`src/rtl/bus_cmd_initiator_if.sv`:
```
// rtl/bus_cmd_initiator_if.sv - command, bus and response signals of the register-bus initiator
interface bus_cmd_initiator_if;
  // command channel
  logic        i_Cmd_DV;
  logic        i_Cmd_Wr_Rd_n;
  logic [7:0]  i_Cmd_Addr;
  logic [15:0] i_Cmd_Wr_Data;
  logic        o_Cmd_Ready;
  // register bus
  logic        o_Bus_CS;
  logic        o_Bus_Wr_Rd_n;
  logic [7:0]  o_Bus_Addr8;
  logic [15:0] o_Bus_Wr_Data;
  logic [15:0] i_Bus_Rd_Data;
  logic        i_Bus_Rd_DV;
  // response channel
  logic        o_Rsp_DV;
  logic        o_Rsp_Wr_Rd_n;
  logic [15:0] o_Rsp_Rd_Data;
  logic        o_Rsp_Timeout;

  // initiator view
  modport master (
    input  i_Cmd_DV, i_Cmd_Wr_Rd_n, i_Cmd_Addr, i_Cmd_Wr_Data,
    output o_Cmd_Ready,
    output o_Bus_CS, o_Bus_Wr_Rd_n, o_Bus_Addr8, o_Bus_Wr_Data,
    input  i_Bus_Rd_Data, i_Bus_Rd_DV,
    output o_Rsp_DV, o_Rsp_Wr_Rd_n, o_Rsp_Rd_Data, o_Rsp_Timeout
  );

  // command source / responder view
  modport slave (
    output i_Cmd_DV, i_Cmd_Wr_Rd_n, i_Cmd_Addr, i_Cmd_Wr_Data,
    input  o_Cmd_Ready,
    input  o_Bus_CS, o_Bus_Wr_Rd_n, o_Bus_Addr8, o_Bus_Wr_Data,
    output i_Bus_Rd_Data, i_Bus_Rd_DV,
    input  o_Rsp_DV, o_Rsp_Wr_Rd_n, o_Rsp_Rd_Data, o_Rsp_Timeout
  );
endinterface

```
`src/rtl/bus_cmd_initiator.sv`:
```
// rtl/bus_cmd_initiator.sv - single-outstanding register-bus initiator with read timeout
module bus_cmd_initiator #(
  parameter int unsigned g_TIMEOUT_CYCLES = 15,
  parameter logic [15:0] g_TIMEOUT_DATA   = 16'hDEAD
) (
  input  logic                  i_Bus_Clk,
  input  logic                  i_Bus_Rst_L,
  bus_cmd_initiator_if.master   bus
);

  typedef enum logic [1:0] {
    S_IDLE    = 2'd0,
    S_ISSUE   = 2'd1,
    S_WAIT_RD = 2'd2,
    S_RESP    = 2'd3
  } state_t;

  // Counter value on the final WAIT_RD cycle; reaching it ends the wait.
  localparam logic [7:0] LAST_CNT = 8'(g_TIMEOUT_CYCLES - 1);

  state_t      state_q, state_d;
  logic [7:0]  cnt_q, cnt_d;
  logic        bus_cs_q, bus_cs_d;
  logic        bus_wr_q, bus_wr_d;
  logic [7:0]  bus_addr_q, bus_addr_d;
  logic [15:0] bus_wdata_q, bus_wdata_d;
  logic        rsp_dv_q, rsp_dv_d;
  logic        rsp_wr_q, rsp_wr_d;
  logic [15:0] rsp_data_q, rsp_data_d;
  logic        rsp_to_q, rsp_to_d;

  // Next-state logic; bus registers double as the command latch so they hold after CS drops.
  always_comb begin
    state_d     = state_q;
    cnt_d       = cnt_q;
    bus_cs_d    = 1'b0;
    bus_wr_d    = bus_wr_q;
    bus_addr_d  = bus_addr_q;
    bus_wdata_d = bus_wdata_q;
    rsp_dv_d    = 1'b0;
    rsp_wr_d    = rsp_wr_q;
    rsp_data_d  = rsp_data_q;
    rsp_to_d    = rsp_to_q;

    case (state_q)
      S_IDLE: begin
        if (bus.i_Cmd_DV) begin
          bus_cs_d    = 1'b1;
          bus_wr_d    = bus.i_Cmd_Wr_Rd_n;
          bus_addr_d  = bus.i_Cmd_Addr;
          bus_wdata_d = bus.i_Cmd_Wr_Data;
          state_d     = S_ISSUE;
        end
      end
      S_ISSUE: begin
        if (bus_wr_q) begin
          rsp_dv_d   = 1'b1;
          rsp_wr_d   = 1'b1;
          rsp_data_d = 16'h0000;
          rsp_to_d   = 1'b0;
          state_d    = S_RESP;
        end else begin
          cnt_d   = 8'd0;
          state_d = S_WAIT_RD;
        end
      end
      S_WAIT_RD: begin
        // Read data takes priority over expiry on the same cycle.
        if (bus.i_Bus_Rd_DV) begin
          rsp_dv_d   = 1'b1;
          rsp_wr_d   = 1'b0;
          rsp_data_d = bus.i_Bus_Rd_Data;
          rsp_to_d   = 1'b0;
          state_d    = S_RESP;
        end else if (cnt_q == LAST_CNT) begin
          rsp_dv_d   = 1'b1;
          rsp_wr_d   = 1'b0;
          rsp_data_d = g_TIMEOUT_DATA;
          rsp_to_d   = 1'b1;
          state_d    = S_RESP;
        end else begin
          cnt_d = cnt_q + 8'd1;
        end
      end
      S_RESP: begin
        state_d = S_IDLE;
      end
      default: begin
        state_d = S_IDLE;
      end
    endcase
  end

  // State and output registers; reset aborts any transaction with no response.
  always_ff @(posedge i_Bus_Clk or negedge i_Bus_Rst_L) begin
    if (!i_Bus_Rst_L) begin
      state_q     <= S_IDLE;
      cnt_q       <= 8'd0;
      bus_cs_q    <= 1'b0;
      bus_wr_q    <= 1'b0;
      bus_addr_q  <= 8'd0;
      bus_wdata_q <= 16'd0;
      rsp_dv_q    <= 1'b0;
      rsp_wr_q    <= 1'b0;
      rsp_data_q  <= 16'd0;
      rsp_to_q    <= 1'b0;
    end else begin
      state_q     <= state_d;
      cnt_q       <= cnt_d;
      bus_cs_q    <= bus_cs_d;
      bus_wr_q    <= bus_wr_d;
      bus_addr_q  <= bus_addr_d;
      bus_wdata_q <= bus_wdata_d;
      rsp_dv_q    <= rsp_dv_d;
      rsp_wr_q    <= rsp_wr_d;
      rsp_data_q  <= rsp_data_d;
      rsp_to_q    <= rsp_to_d;
    end
  end

  assign bus.o_Cmd_Ready   = (state_q == S_IDLE);
  assign bus.o_Bus_CS      = bus_cs_q;
  assign bus.o_Bus_Wr_Rd_n = bus_wr_q;
  assign bus.o_Bus_Addr8   = bus_addr_q;
  assign bus.o_Bus_Wr_Data = bus_wdata_q;
  assign bus.o_Rsp_DV      = rsp_dv_q;
  assign bus.o_Rsp_Wr_Rd_n = rsp_wr_q;
  assign bus.o_Rsp_Rd_Data = rsp_data_q;
  assign bus.o_Rsp_Timeout = rsp_to_q;

endmodule

```
`src/flat_wrapper.sv`:
```
// flat-port wrapper written by rule: the top's interface ports become plain ports
module bus_cmd_initiator_flat 
#(
  parameter int unsigned g_TIMEOUT_CYCLES = 15,
  parameter logic [15:0] g_TIMEOUT_DATA   = 16'hDEAD
)
  (i_Bus_Clk, i_Bus_Rst_L, bus_i_Cmd_DV, bus_i_Cmd_Wr_Rd_n, bus_i_Cmd_Addr, bus_i_Cmd_Wr_Data, bus_o_Cmd_Ready, bus_o_Bus_CS, bus_o_Bus_Wr_Rd_n, bus_o_Bus_Addr8, bus_o_Bus_Wr_Data, bus_i_Bus_Rd_Data, bus_i_Bus_Rd_DV, bus_o_Rsp_DV, bus_o_Rsp_Wr_Rd_n, bus_o_Rsp_Rd_Data, bus_o_Rsp_Timeout);
  bus_cmd_initiator_if bus_i ();
  input  logic i_Bus_Clk;
  input  logic i_Bus_Rst_L;
  input wire logic [$bits(bus_i.i_Cmd_DV)-1:0] bus_i_Cmd_DV;
  input wire logic [$bits(bus_i.i_Cmd_Wr_Rd_n)-1:0] bus_i_Cmd_Wr_Rd_n;
  input wire logic [$bits(bus_i.i_Cmd_Addr)-1:0] bus_i_Cmd_Addr;
  input wire logic [$bits(bus_i.i_Cmd_Wr_Data)-1:0] bus_i_Cmd_Wr_Data;
  output wire logic [$bits(bus_i.o_Cmd_Ready)-1:0] bus_o_Cmd_Ready;
  output wire logic [$bits(bus_i.o_Bus_CS)-1:0] bus_o_Bus_CS;
  output wire logic [$bits(bus_i.o_Bus_Wr_Rd_n)-1:0] bus_o_Bus_Wr_Rd_n;
  output wire logic [$bits(bus_i.o_Bus_Addr8)-1:0] bus_o_Bus_Addr8;
  output wire logic [$bits(bus_i.o_Bus_Wr_Data)-1:0] bus_o_Bus_Wr_Data;
  input wire logic [$bits(bus_i.i_Bus_Rd_Data)-1:0] bus_i_Bus_Rd_Data;
  input wire logic [$bits(bus_i.i_Bus_Rd_DV)-1:0] bus_i_Bus_Rd_DV;
  output wire logic [$bits(bus_i.o_Rsp_DV)-1:0] bus_o_Rsp_DV;
  output wire logic [$bits(bus_i.o_Rsp_Wr_Rd_n)-1:0] bus_o_Rsp_Wr_Rd_n;
  output wire logic [$bits(bus_i.o_Rsp_Rd_Data)-1:0] bus_o_Rsp_Rd_Data;
  output wire logic [$bits(bus_i.o_Rsp_Timeout)-1:0] bus_o_Rsp_Timeout;
  assign bus_i.i_Cmd_DV = bus_i_Cmd_DV;
  assign bus_i.i_Cmd_Wr_Rd_n = bus_i_Cmd_Wr_Rd_n;
  assign bus_i.i_Cmd_Addr = bus_i_Cmd_Addr;
  assign bus_i.i_Cmd_Wr_Data = bus_i_Cmd_Wr_Data;
  assign bus_o_Cmd_Ready = bus_i.o_Cmd_Ready;
  assign bus_o_Bus_CS = bus_i.o_Bus_CS;
  assign bus_o_Bus_Wr_Rd_n = bus_i.o_Bus_Wr_Rd_n;
  assign bus_o_Bus_Addr8 = bus_i.o_Bus_Addr8;
  assign bus_o_Bus_Wr_Data = bus_i.o_Bus_Wr_Data;
  assign bus_i.i_Bus_Rd_Data = bus_i_Bus_Rd_Data;
  assign bus_i.i_Bus_Rd_DV = bus_i_Bus_Rd_DV;
  assign bus_o_Rsp_DV = bus_i.o_Rsp_DV;
  assign bus_o_Rsp_Wr_Rd_n = bus_i.o_Rsp_Wr_Rd_n;
  assign bus_o_Rsp_Rd_Data = bus_i.o_Rsp_Rd_Data;
  assign bus_o_Rsp_Timeout = bus_i.o_Rsp_Timeout;
  bus_cmd_initiator #(.g_TIMEOUT_CYCLES(g_TIMEOUT_CYCLES), .g_TIMEOUT_DATA(g_TIMEOUT_DATA)) u_core (.i_Bus_Clk(i_Bus_Clk), .i_Bus_Rst_L(i_Bus_Rst_L), .bus(bus_i));
endmodule
```
`config.mk`:
```
export PLATFORM = sky130hd
export DESIGN_NAME = bus_cmd_initiator_flat
export DESIGN_NICKNAME = d
export VERILOG_FILES = /design/src/rtl/bus_cmd_initiator_if.sv /design/src/rtl/bus_cmd_initiator.sv /design/src/flat_wrapper.sv
export SDC_FILE = /design/constraint.sdc
export NUM_CORES = 1
export LEC_CHECK = 0
export ABC_AREA = 1
export CAP_MARGIN = 0
export CORE_MARGIN = 1
export CORE_UTILIZATION = 45
export CTS_BUF_LIST = sky130_fd_sc_hd__clkbuf_8 sky130_fd_sc_hd__clkbuf_16
export DETAILED_ROUTE_END_ITERATION = 10
export GPL_TIMING_DRIVEN = 1
export PLACE_DENSITY = 0.8
export SYNTH_ARGS = -nofsm -noshare
export SYNTH_HDL_FRONTEND = slang
export SYNTH_SLANG_ARGS = --single-unit
```
`constraint.sdc`:
```
create_clock -name i_Bus_Clk -period 2.1 [get_ports i_Bus_Clk]
set_clock_uncertainty 0.05 [all_clocks]
set_input_delay 0.21 -clock i_Bus_Clk [delete_from_list [all_inputs] [get_ports i_Bus_Clk]]
set_output_delay 0.21 -clock i_Bus_Clk [all_outputs]
set_load 0.01 [all_outputs]
```
; Word level (Yosys, flattened, before mapping)
; Cells that the tools add are included.
; Widths: inputs -> output; s select.
[op_classes]
add_sub_neg = 1
mul = 0
div_mod_pow = 0
order_cmp = 0
n_eq_ne = 10
shifts = 0
muxes = 27
n_bitwise = 0
n_reduce_logical = 6
[ops]
columns = op, count
row1 = $mux 16, 3
row2 = $pmux 16 s2, 1
row3 = $mux 8, 3
row4 = $pmux 8 s2, 1
row5 = $mux 1, 12
row6 = $add 8x1->8 const B, 1
row7 = $eq 8x4->1 const B, 1
row8 = $ne 2x2->1 const B, 4
row9 = $pmux 2 s4, 1
row10 = $mux 2, 3
row11 = $pmux 1 s2, 3
row12 = $eq 2x2->1 const B, 2
row13 = $reduce_and 2->1, 2
row14 = $reduce_and 4->1, 1
row15 = $ne 3x2->1 const B, 1
row16 = $reduce_and 3->1, 1
row17 = $eq 2x1->1 const B, 1
row18 = $logic_not 2->1, 1
row19 = $ne 2x1->1 const B, 1
row20 = $reduce_bool 2->1, 1
[totals]
reg_bits = 55
latchBits = 0
ram_bits = 0
rom_bits = 0
input_bits = 45
output_inout_bits = 46
wordCells = 54
mem_count = 0

; Logic depth before layout (Yosys ltp)
; Gate-level depths: netlist (run 1).
[depth]
ltp_word = 4
depth_mapped = 10
ltp_nobuf = 9

; Worst setup path before layout (run 1)
; OpenSTA, ideal clock, no wires.
[synth_timing]
path_kind = reg-to-reg
start = register u_core.state_q[0]
end = register u_core.cnt_q[5]
setup_time_ns = 0.118
arrival_ns = 1.412
required_time_ns = 1.932
path_slack_ns = 0.520
path_stages_with_launch = 10
path_buffers = 2
period_less_slack_ns = 1.580
path_cell_list = dfrtp_1 -> inv_1 -> ha_1 -> buf_6 -> nor2_1 -> nor2_2 -> nand3_2 -> buf_6 -> nand2_2 -> o21ai_2
[synth_between]
elab_chain_cells = 3
elab_cells_between_ends = 8
classes_between = 5 x eq/ne / 1 x mux / 2 x reduce/logical
[synth_rtl]
columns = item, line
row1 = from (decl), bus_cmd_initiator.sv:21  ; state_t state_q, state_d;
row2 = from (signal assigned), bus_cmd_initiator.sv:108  ; state_q <= state_d;
row3 = $eq 2x2->1 or $eq 2x1->1 (tied branches), bus_cmd_initiator.sv:45  ; case (state_q)
row4 = $ne 2x2->1 (no line) or $reduce_bool 2->1 (tied branches), -
row5 = $reduce_and 4->1 (no line), -
row6 = to (signal assigned), bus_cmd_initiator.sv:109  ; cnt_q <= cnt_d;
row7 = to (decl), bus_cmd_initiator.sv:22  ; logic [7:0] cnt_q, cnt_d;
; Several ways; a longest one is shown, not always the timed one.
; A chain may end at the register's enable or synchronous reset.

; Final worst setup path (run 1)
[layout_timing]
start = register u_core.state_q[0]
end = output bus_o_Cmd_Ready
[layout_between]
elab_chain_cells = 1
[layout_rtl]
columns = item, line
row1 = $logic_not 2->1, bus_cmd_initiator.sv:121  ; assign bus.o_Cmd_Ready = (state_q == S_IDLE);
row2 = to (decl), flat_wrapper.sv:15  ; output wire logic [$bits(bus_i.o_Cmd_Ready)-1:0] bus_o_Cmd_Ready;
; No other way between the ends.

==> metrics.md, run 1 <==
| Metric | Value |
|---|---|
| Critical path launch point type | register |
| Via count of the routed design | approximately 2200 |
| I/O pin cnt | 91 |
| Final HPWL DP | slightly above 4 mm |
| Leading cell type in the layout, fill and taps excluded | sky130_fd_sc_hd__nand2_1 |
| I/O Buffers | 90 |
| Kind of critical path | reg -> out |
| Final-report max-slew violation count | 0 |
| Clock transition at path regs | about 0.10 ns |
| Area overhead of the layout relative to synthesis | 41.4% |
| Fraction of final layout cells sized beyond drive strength 1 | between 10% and 20% |
| Average size of a mapped cell | 8.97 sq um |
| Number of nets at the end of the flow | 428 |
| Net Count, Synth | between 300 and 400 |
| Wire length of the first global-routing pass | around 10 mm |
| Number of antenna violations at the first check in global routing | 0 |
| Total Die Area | between 5000 and 6000 sq um |
| Antenna Nets Post-Route | 0 |
| Critical path capture point type | primary output |
| Leak Pwr | about 1.7 nW |
| Filler cell count in the final layout | approximately 450 |
| Antenna fix cells | 0 |
| Distinct cell type count of the synthesized netlist | 23 |
| Worst Max-Slew Pin Slew | 0.586 ns |
| Library cell with the largest summed area after synthesis | sky130_fd_sc_hd__dfrtp_1 |
| Cell Area, Synth | about 2600 sq um |
| Area share of the largest cell type after synthesis | between 50% and 60% |
| Power density cells | about 1300 nW/um^2 |
| Final global-route overflow total | 0 |
| Total clock sinks | 55 |
| Number of warnings printed during yosys synthesis | 0 |
| Via count of the first global-routing pass | between 2000 and 2500 |
| Post-CTS setup-driven buffer insertion count | 0 |
| Result of the run | completed |
| Final Cycle Share | between 90% and 100% |
| Clock latency at the later pin of the worst-skew pair | ~0.3 ns |
| Vertical die dimension | about 77 microns |
| Sum of negative setup slack | 0 ns |
| Arrival time reported for the critical path endpoint | roughly 1.7 ns |
| Final hold violations | 0 |
| Overall power | roughly 4.6 mW |
| Clock Tree Buf Depth | 2 |
| Effective utilization at floorplan | between 40% and 50% |
| Maxcap violations | 0 |
| Global-route usage over all layers | a little over a fifth |
| Standard cell core area | approximately 5500 sq um |
| RSZ-0062 raised after global routing | no |
| Routed wire length | 5.72 mm |
| Number of synthesized register bits | 55 |
| Clock root buffer | sky130_fd_sc_hd__clkbuf_8 |
| Area occupied by multi-input gates | roughly 1000 sq um |
| Area used by sequential logic in the layout | around 1400 sq um |
| Register area share after synthesis | 53.8% |
| Number of rows created at floorplan | 27 |
| Minimum period implied by the final worst setup slack | ~1.9 ns |
| Final setup violating endpoints | 0 |
| Cts bufs inserted | 5 |
| Most frequent cells in the layout | sky130_fd_sc_hd__nand2_1 (129), sky130_fd_sc_hd__clkdlybuf4s50_1 (89), sky130_fd_sc_hd__dfrtp_1 (55) |
| Worst-path fanout max | 5 |
| Count of H-tree levels built during CTS | 2 |
| Worst IR Drop VDD | 0.728 mV |
| DRC viols | 0 |
| Die outline width | 77.4 microns |
| Routability congestion estimate from global placement | about 0.83 |
| Critical path data required time | between 1.5 and 2 ns |
| WL per Instance | around 13 microns |
| CTS tree | yes |
| Cell count after synthesis | approximately 290 |
| Number of optimization iterations in the first detailed-route pass | 5 |
| Cells taking the most area after synthesis | sky130_fd_sc_hd__dfrtp_1 (54%), sky130_fd_sc_hd__nand2_1 (19%), sky130_fd_sc_hd__o21ai_2 (8.6%) |
| Achievable clock frequency | approximately 520 MHz |
| Iteration-0 DRC count of the detailed router | 98 |
| Pin count of the biggest net entering global routing | 36 |
| Detailed-route vias per instance | about 4.8 |
| Worst Hold Class | in -> async |
| Slew Limit Headroom | about three fifths |
-- timing repair --
item | 4_1_cts | 5_1_grt
gates resized for setup | 0 | 1
setup endpoints to repair | 0 | 1
hold buffers | 1 | 0
endpoints found under the hold margin | 22 | 0
-- where the power goes --
group	switching, mW	total [mW]	internal (mW)
registers	0.247	1.71	1.46
clock network	0.343	0.576	0.233
logic	1.26	2.36	1.10
total	1.84	4.64	2.80
-- worst paths after layout --
kind	start	to	slack, ns	cells after the start
setup / recovery	u_core.state_q[0]$_DFFE_PN0P_	bus_o_Cmd_Ready	0.17	3
hold / removal	i_Bus_Rst_L	u_core.bus.o_Rsp_Rd_Data[7]$_DFFE_PN0P_	0.38	2
setup reg to reg	u_core.state_q[0]$_DFFE_PN0P_	u_core.cnt_q[2]$_DFFE_PN0P_	0.21	7
hold reg to reg	u_core.bus.o_Bus_Addr8[3]$_DFFE_PN0P_	u_core.bus.o_Bus_Addr8[3]$_DFFE_PN0P_	0.44	2
max in group asynchronous	i_Bus_Rst_L	u_core.cnt_q[0]$_DFFE_PN0P_	1.05	3
min in group i_Bus_Clk	bus_i_Cmd_Wr_Data[3]	u_core.bus.o_Bus_Wr_Data[3]$_DFFE_PN0P_	0.38	3
-- worst max-delay path, cell delays in order, from the launching register on --
cell,delay (ns)
sky130_fd_sc_hd__dfrtp_1,0.41
sky130_fd_sc_hd__inv_1,0.15
sky130_fd_sc_hd__ha_1,0.22
sky130_fd_sc_hd__clkdlybuf4s50_1,0.58
-- cells by family (layout without fill, tap and decap cells) --
| kind of cell | after synthesis | after routing | share of synthesized area (%) |
|---|---|---|---|
| buf+inv | 25 | 118 | 5.24 |
| flops | 55 | 55 | 53.8 |
| simple gates | 156 | 156 | 25.2 |
| fa+ha+maj | 6 | 6 | 2.94 |
| compound gates | 43 | 43 | 12.8 |
-- sequential cells by signal, indices dropped and copies added (netlist names) --
name,cells
u_core.bus.o_Bus_Wr_Rd_n,1
u_core.bus.o_Rsp_Timeout,1
u_core.cnt_q,8
u_core.bus.o_Bus_Wr_Data,16
u_core.bus.o_Rsp_DV,1
u_core.state_q,2
u_core.bus.o_Rsp_Rd_Data,16
u_core.bus.o_Bus_Addr8,8
u_core.bus.o_Bus_CS,1
u_core.bus.o_Rsp_Wr_Rd_n,1
-- layer usage --
layer  up-vias  share of wire (%)  track usage (%)
met5         -                  0                0
met1      1020                 43             24.7
met2        70                 49             37.1
met3         5                6.5             5.41
li1       1079                  -                -
met4         0               0.77             5.85
-- cells in the mapped netlist --
master,n
sky130_fd_sc_hd__a211oi_1,1
sky130_fd_sc_hd__buf_2,2
sky130_fd_sc_hd__buf_6,5
sky130_fd_sc_hd__clkbuf_1,4
sky130_fd_sc_hd__clkinv_1,1
sky130_fd_sc_hd__dfrtp_1,55
sky130_fd_sc_hd__ha_1,6
sky130_fd_sc_hd__inv_1,13
sky130_fd_sc_hd__nand2_1,129
sky130_fd_sc_hd__nand2_2,3
sky130_fd_sc_hd__nand2_4,2
sky130_fd_sc_hd__nand3_1,10
sky130_fd_sc_hd__nand3_2,1
sky130_fd_sc_hd__nor2_1,6
sky130_fd_sc_hd__nor2_2,2
sky130_fd_sc_hd__nor2_4,1
sky130_fd_sc_hd__nor3_1,1
sky130_fd_sc_hd__o211ai_1,1
sky130_fd_sc_hd__o21ai_0,14
sky130_fd_sc_hd__o21ai_2,25
sky130_fd_sc_hd__o21ai_4,1
sky130_fd_sc_hd__o21bai_1,1
sky130_fd_sc_hd__or2_2,1
-- per-stage QoR --
step	hold WS, ns	utilization (%)	setup slack, ns	instances	instance area [sq um]
6_report	0.375	65.6	0.168	450	3610
5_1_grt	0.383	65.6	0.0354	450	3610
4_1_cts	0.366	65.6	0.165	450	3610
3_5_place_dp	0.197	63.8	0.234	441	3510
3_3_place_gp	0.183	63.8	0.303	441	3510
2_1_floorplan	-0.136	-	0.520	285	2560
-- cell type report --
cell class	instances	share of cell area [%]
Clock buffer	5	1.90
Clock inverter	3	0.554
Inverter	14	1.56
Multi-Input combinational cell	205	28.9
Sequential cell	55	38.1
Tap cell	72	2.49
Timing Repair Buffer	96	26.5
(Power assumes the default switching activity.)
==> run 2, diff against run 1 <==
--- a/config.mk
+++ b/config.mk
@@ -12,7 +12,9 @@
 export CTS_BUF_LIST = sky130_fd_sc_hd__clkbuf_8 sky130_fd_sc_hd__clkbuf_16
 export DETAILED_ROUTE_END_ITERATION = 10
 export GPL_TIMING_DRIVEN = 1
+export MAX_ROUTING_LAYER = met4
 export PLACE_DENSITY = 0.8
+export SETUP_SLACK_MARGIN = 0.4
 export SYNTH_ARGS = -nofsm -noshare
 export SYNTH_HDL_FRONTEND = slang
 export SYNTH_SLANG_ARGS = --single-unit
==> run 2 against run 1 <==
Against the previous run:
- routed wire length up 3.4%
- first-iteration DRC count up 70%
- flip-flop and latch count unchanged
- global-route usage down 0.70 points
- total power up 6.6%
- clock power up 4.3%
==> metrics.md, run 2 (synthesized netlist as in run 1, its figures left out) <==
| Metric | Value |
|---|---|
| Most frequent cells in the layout | sky130_fd_sc_hd__nand2_1 (123), sky130_fd_sc_hd__clkdlybuf4s50_1 (88), sky130_fd_sc_hd__dfrtp_1 (55) |
| CTS tree | yes |
| Standard cell core area | around 5500 sq um |
| Number of antenna violations at the first check in global routing | 0 |
| Achievable clock frequency | between 600 and 700 MHz |
| Fraction of final layout cells sized beyond drive strength 1 | between 10% and 20% |
| Critical path capture point type | register |
| Area overhead of the layout relative to synthesis | 45.8% |
| Total Die Area | about 6000 sq um |
| Critical path launch point type | register |
| Leak Pwr | around 1.7 nW |
| Final global-route overflow total | 0 |
| Clock root buffer | sky130_fd_sc_hd__clkbuf_8 |
| Effective utilization at floorplan | a little under half |
| Worst-path fanout max | 18 |
| Global-route usage over all layers | between 20% and 30% |
| Antenna Nets Post-Route | 0 |
| Die outline width | slightly below 80 microns |
| Cell Count, Final, Fillers Out | between 400 and 500 |
| Sum of negative setup slack | 0 ns |
| WL per Instance | about 13 microns |
| Final setup violating endpoints | 0 |
| Worst Hold Class | in -> async |
| Power density cells | 1330 nW/um^2 |
| Leading cell type in the layout, fill and taps excluded | sky130_fd_sc_hd__nand2_1 |
| Worst IR Drop VDD | 0.676 mV |
| Final-report max-slew violation count | 0 |
| Via count of the first global-routing pass | approximately 2200 |
| Clock Tree Buf Depth | 2 |
| Number of nets at the end of the flow | about 430 |
| Clock transition at path regs | about 0.090 ns |
| I/O Buffers | 90 |
| Result of the run | completed |
| DRC viols | 0 |
| Antenna fix cells | 0 |
| Minimum period implied by the final worst setup slack | ~1.7 ns |
| Iteration-0 DRC count of the detailed router | 167 |
| Detailed-route vias per instance | 4.94 |
| Total clock sinks | 55 |
| Count of H-tree levels built during CTS | 2 |
| Slew Limit Headroom | 78.4% |
| Final hold violations | 0 |
| Worst Max-Slew Pin Slew | approximately 0.32 ns |
| Arrival time reported for the critical path endpoint | between 1.5 and 2 ns |
| Via count of the routed design | around 2200 |
| Wire length of the first global-routing pass | 9.43 mm |
| Routed wire length | 5.91 mm |
| Pin count of the biggest net entering global routing | 56 |
| Number of optimization iterations in the first detailed-route pass | 4 |
| Kind of critical path | reg -> reg |
| Final Cycle Share | 79.2% |
| Clock latency at the later pin of the worst-skew pair | approximately 0.30 ns |
| RSZ-0062 raised after global routing | yes |
| Routability congestion estimate from global placement | roughly 0.8 |
| Placed cell count | roughly 440 |
| Final HPWL DP | 3.93 mm |
| I/O pin cnt | 91 |
| Maxcap violations | 0 |
| Cts bufs inserted | 5 |
| Critical path data required time | 2.25 ns |
| Number of rows created at floorplan | 27 |
| Vertical die dimension | 77.4 microns |
[run 2: cell count changes in the layout (fill, tap and decap cells not counted), moves of 2 or more]
cell / before / now
sky130_fd_sc_hd__inv_1: 13 / 11
sky130_fd_sc_hd__nand2_1: 129 / 123
sky130_fd_sc_hd__ha_1: 6 / 4
sky130_fd_sc_hd__nand2_2: 3 / 9
sky130_fd_sc_hd__ha_2: 0 / 2
sky130_fd_sc_hd__nand3_4: 0 / 2
sky130_fd_sc_hd__inv_2: 0 / 2
sky130_fd_sc_hd__nand2_8: 0 / 2
sky130_fd_sc_hd__clkinvlp_4: 3 / 0
[run 2: report_power, final]
part | switching (mW) | internal (mW)
sequential | 0.250 | 1.46
clock | 0.335 | 0.266
combinational | 1.39 | 1.25
[run 2: final cells by class]
cell class,count,area (sq um)
Clock buffer,6,82.6
Timing Repair Buffer,98,991
Multi-Input combinational cell,207,1120
Tap cell,72,90.1
Inverter,14,53.8
Fill cell,420,1780
Sequential cell,55,1380
Clock inverter,1,8.76
[run 2: layer usage]
| metal | track usage (%) | vias up | wire length, microns | part of all wire, % |
|---|---|---|---|---|
| li1 | - | 1092 | - | - |
| met1 | 23.5 | 1063 | 2500 | 42 |
| met2 | 34.9 | 74 | 2980 | 50 |
| met3 | 5.06 | 8 | 372 | 6.3 |
| met4 | 4.91 | 0 | 59 | 1.0 |
| met5 | - | - | 0 | 0 |
[run 2: critical path: stages (launching register included)]
cell                      delay [ns]
sky130_fd_sc_hd__dfrtp_1        0.42
sky130_fd_sc_hd__inv_2          0.12
sky130_fd_sc_hd__ha_2           0.22
sky130_fd_sc_hd__inv_1          0.14
sky130_fd_sc_hd__o21ai_4        0.20
sky130_fd_sc_hd__buf_12         0.15
sky130_fd_sc_hd__nand2_8        0.09
sky130_fd_sc_hd__nand2_1        0.10
sky130_fd_sc_hd__o21ai_2        0.05
[run 2: repair_timing]
item,4_1_cts,5_1_grt
buffers inserted,0,2
pin swaps,0,5
gates cloned,0,2
hold buffers,1,0
endpoints found under the hold margin,55,0
resized for setup,5,15
endpoints found under the setup margin,53,27
[run 2: through the flow]
stage	setup slack, ns	utilization (%)	hold slack (ns)	power, mW	area (sq um)
2_1_floorplan	0.520	-	-0.136	3.09	2560
3_3_place_gp	0.286	63.8	0.181	4.02	3510
3_5_place_dp	0.199	63.8	0.182	4.08	3510
4_1_cts	0.313	65.9	0.366	4.74	3630
5_1_grt	0.344	67.7	0.381	5.31	3730
6_report	0.437	67.7	0.374	4.95	3730
[run 2: final timing paths]
kind,start,endpoint,slack (ns),depth (start not counted)
max in group asynchronous,i_Bus_Rst_L,u_core.cnt_q[2]$_DFFE_PN0P_,1.37,3
min in group i_Bus_Clk,bus_i_Cmd_Wr_Data[12],u_core.bus.o_Bus_Wr_Data[12]$_DFFE_PN0P_,0.37,3
setup reg to reg,u_core.state_q[0]$_DFFE_PN0P_,u_core.bus.o_Rsp_Rd_Data[15]$_DFFE_PN0P_,0.44,8
hold / removal,i_Bus_Rst_L,u_core.bus.o_Rsp_Rd_Data[7]$_DFFE_PN0P_,0.37,3
setup / recovery,u_core.state_q[0]$_DFFE_PN0P_,u_core.bus.o_Rsp_Rd_Data[15]$_DFFE_PN0P_,0.44,8
hold reg to reg,u_core.bus.o_Rsp_Rd_Data[3]$_DFFE_PN0P_,u_core.bus.o_Rsp_Rd_Data[3]$_DFFE_PN0P_,0.44,2
==> run 3, diff against run 2 <==
==> constraint.sdc (replaced) <==
create_clock -name i_Bus_Clk -period 1.7 [get_ports i_Bus_Clk]
set_clock_uncertainty 0.05 [all_clocks]
set_input_delay 0.17 -clock i_Bus_Clk [delete_from_list [all_inputs] [get_ports i_Bus_Clk]]
set_output_delay 0.17 -clock i_Bus_Clk [all_outputs]
set_load 0.01 [all_outputs]
==> run 3 against run 2 <==
Against the previous run:
- worst setup slack lost 0.28 ns
- highest routed layer unchanged
- flip-flop and latch count is the same
- sequential power grew 22%
==> metrics.md, run 3 (synthesized netlist as in run 1, its figures left out) <==
| Metric | Value |
|---|---|
| Share of total power consumed by net switching | around 40% |
| Buffers & Inverters on Critical Path | 3 |
| Slew Limit Headroom | between 70% and 80% |
| Number of rows created at floorplan | 27 |
| Clk pwr share | a little under an eighth |
| Arrival time reported for the critical path endpoint | 1.69 ns |
| Via count of the first global-routing pass | between 2000 and 2500 |
| Iteration-0 DRC count of the detailed router | 145 |
| Critical path capture point type | register |
| DRC viols | 0 |
| Final-report max-slew violation count | 0 |
| Clock transition at path regs | around 0.1 ns |
| Area overhead of the layout relative to synthesis | 50.5% |
| Detailed-route vias per instance | between 4 and 5 |
| Leading cell type in the layout, fill and taps excluded | sky130_fd_sc_hd__nand2_1 |
| Via count of the routed design | between 2000 and 2500 |
| Global-route usage over all layers | approximately 22% |
| I/O Buffers | 90 |
| Worst Hold Class | in -> async |
| Final HPWL DP | about 4 mm |
| Critical Path Max Stage Delay | 0.42 ns |
| Internal | roughly 3.7 mW |
| CP cell instances | inv_2, ha_4, buf_4, nand3_1, nand3_2, clkbuf_16, o21ai_2 |
| Effective utilization at floorplan | 46.4% |
| Leak Pwr | approximately 1.9 nW |
| Critical path launch point type | register |
| Total Die Area | between 5000 and 6000 sq um |
| Die outline width | about 77 microns |
| Worst Max-Slew Pin Slew | 0.302 ns |
| Cts bufs inserted | 5 |
| Routed wire length | approximately 6.5 mm |
| Total clock sinks | 55 |
| RSZ-0062 raised after global routing | yes |
| Switching component of the power | between 2 and 3 mW |
| Antenna Nets Post-Route | 0 |
| Count of H-tree levels built during CTS | 2 |
| CTS tree | yes |
| Number of nets at the end of the flow | ~440 |
| Placed cell count | between 400 and 500 |
| Minimum period implied by the final worst setup slack | between 1.5 and 2 ns |
| Wire length of the first global-routing pass | between 10 and 15 mm |
| Achievable clock frequency | ~650 MHz |
| Logic pwr share | 54.9% |
| Pin count of the biggest net entering global routing | 56 |
| Clock Tree Buf Depth | 2 |
| Clock latency at the later pin of the worst-skew pair | 0.30 ns |
| Routability congestion estimate from global placement | about 0.78 |
| Maxcap violations | 0 |
| Number of optimization iterations in the first detailed-route pass | 4 |
| Final hold violations | 0 |
| Cell Count, Final, Fillers Out | roughly 470 |
| Vertical die dimension | between 70 and 80 microns |
| Antenna fix cells | 0 |
| Critical path data required time | between 1.5 and 2 ns |
| Filler cell count in the final layout | roughly 420 |
| Worst-path fanout max | 10 |
| I/O pin cnt | between 90 and 100 |
| Power density cells | roughly 1600 nW/um^2 |
| Most frequent cells in the layout | sky130_fd_sc_hd__nand2_1 (127), sky130_fd_sc_hd__dfrtp_1 (55), sky130_fd_sc_hd__dlygate4sd2_1 (45) |
| Final setup violating endpoints | 0 |
| Result of the run | completed |
| Sum of negative setup slack | 0 ns |
| Worst IR Drop VDD | between 0.9 and 1 mV |
| Worst-path cell with the longest stage delay | sky130_fd_sc_hd__dfrtp_1 |
| Final global-route overflow total | 0 |
| Final Cycle Share | 90.8% |
| Standard cell core area | 5510 sq um |
| Top Family by Delay on Critical Path | buffers and inverters |
| Part of the power in registers | approximately a third |
| Fraction of final layout cells sized beyond drive strength 1 | between 10% and 20% |
| Kind of critical path | reg -> reg |
| Number of antenna violations at the first check in global routing | 0 |
| Clock root buffer | sky130_fd_sc_hd__clkbuf_8 |
| WL per Instance | approximately 14 microns |
[run 3: through the flow]
step                worst slack [ns]  hold slack (ns)  power, mW  instance area (sq um)  util, %
global route                  0.0483            0.321       6.71                   3850     69.8
floorplan                      0.261           -0.176       3.86                   2580        -
CTS                            0.174            0.332       5.97                   3730     67.7
finish                         0.156            0.337       6.27                   3850     69.8
detailed placement             0.122            0.143       5.25                   3570     64.9
global placement               0.188            0.143       5.15                   3570     64.9
[run 3: path summary, 6_finish.rpt]
check	cells past startpoint	end	from	slack (ns)
worst min-delay path	3	u_core.bus.o_Rsp_Rd_Data[12]$_DFFE_PN0P_	i_Bus_Rst_L	0.34
worst min register to register	2	u_core.bus.o_Bus_Addr8[7]$_DFFE_PN0P_	u_core.bus.o_Bus_Addr8[7]$_DFFE_PN0P_	0.43
worst max-delay path	7	u_core.cnt_q[2]$_DFFE_PN0P_	u_core.state_q[0]$_DFFE_PN0P_	0.16
min in group i_Bus_Clk	3	u_core.bus.o_Bus_Addr8[0]$_DFFE_PN0P_	bus_i_Cmd_Addr[0]	0.34
worst max register to register	7	u_core.cnt_q[2]$_DFFE_PN0P_	u_core.state_q[0]$_DFFE_PN0P_	0.16
max in group asynchronous	3	u_core.bus.o_Bus_Wr_Data[0]$_DFFE_PN0P_	i_Bus_Rst_L	1.02
[run 3: cell type report]
| cell class | instances | area (sq um) | share of cell area (%) |
|---|---|---|---|
| flip-flops and latches | 55 | 1380 | 35.8 |
| repair inverters | 1 | 8.76 | 0.228 |
| clock buffers | 6 | 82.6 | 2.15 |
| multi-input cells | 205 | 1110 | 28.8 |
| well taps | 72 | 90.1 | 2.34 |
| clock inverters | 2 | 12.5 | 0.325 |
| inverters | 14 | 65.1 | 1.69 |
| repair buffers | 111 | 1100 | 28.7 |
[run 3: what timing repair did]
| item | 4_1_cts | 5_1_grt |
|---|---|---|
| setup endpoints to repair | 101 | 55 |
| gates cloned | 1 | 4 |
| gates resized for setup | 58 | 5 |
| hold buffers | 1 | 0 |
| hold endpoints to repair | 55 | 0 |
| pin swaps | 0 | 3 |
| setup buffers | 5 | 4 |
[run 3: worst reg2reg max path, stage by stage (launching register included)]
cell	delay (ns)
sky130_fd_sc_hd__dfrtp_1	0.42
sky130_fd_sc_hd__inv_2	0.12
sky130_fd_sc_hd__ha_4	0.16
sky130_fd_sc_hd__buf_4	0.17
sky130_fd_sc_hd__nand3_1	0.13
sky130_fd_sc_hd__nand3_2	0.16
sky130_fd_sc_hd__clkbuf_16	0.18
sky130_fd_sc_hd__o21ai_2	0.05
[run 3: power by group through the flow]
stage                     registers (mW)  logic [mW]  clock network [mW]
after global routing                2.13        3.75               0.827
after detailed placement            2.12        3.14                   0
after global placement              2.10        3.05                   0
final                               2.08        3.44               0.747
after floorplan                     2.31        1.55                   0
after CTS                           2.07        3.14               0.766
[run 3: layer usage]
metal,vias up,track usage [%],wire length [microns]
met4,0,6.79,106
met2,72,35.0,3190
met3,10,6.12,305
met1,1085,26.6,2850
li1,1111,-,-
met5,-,-,0
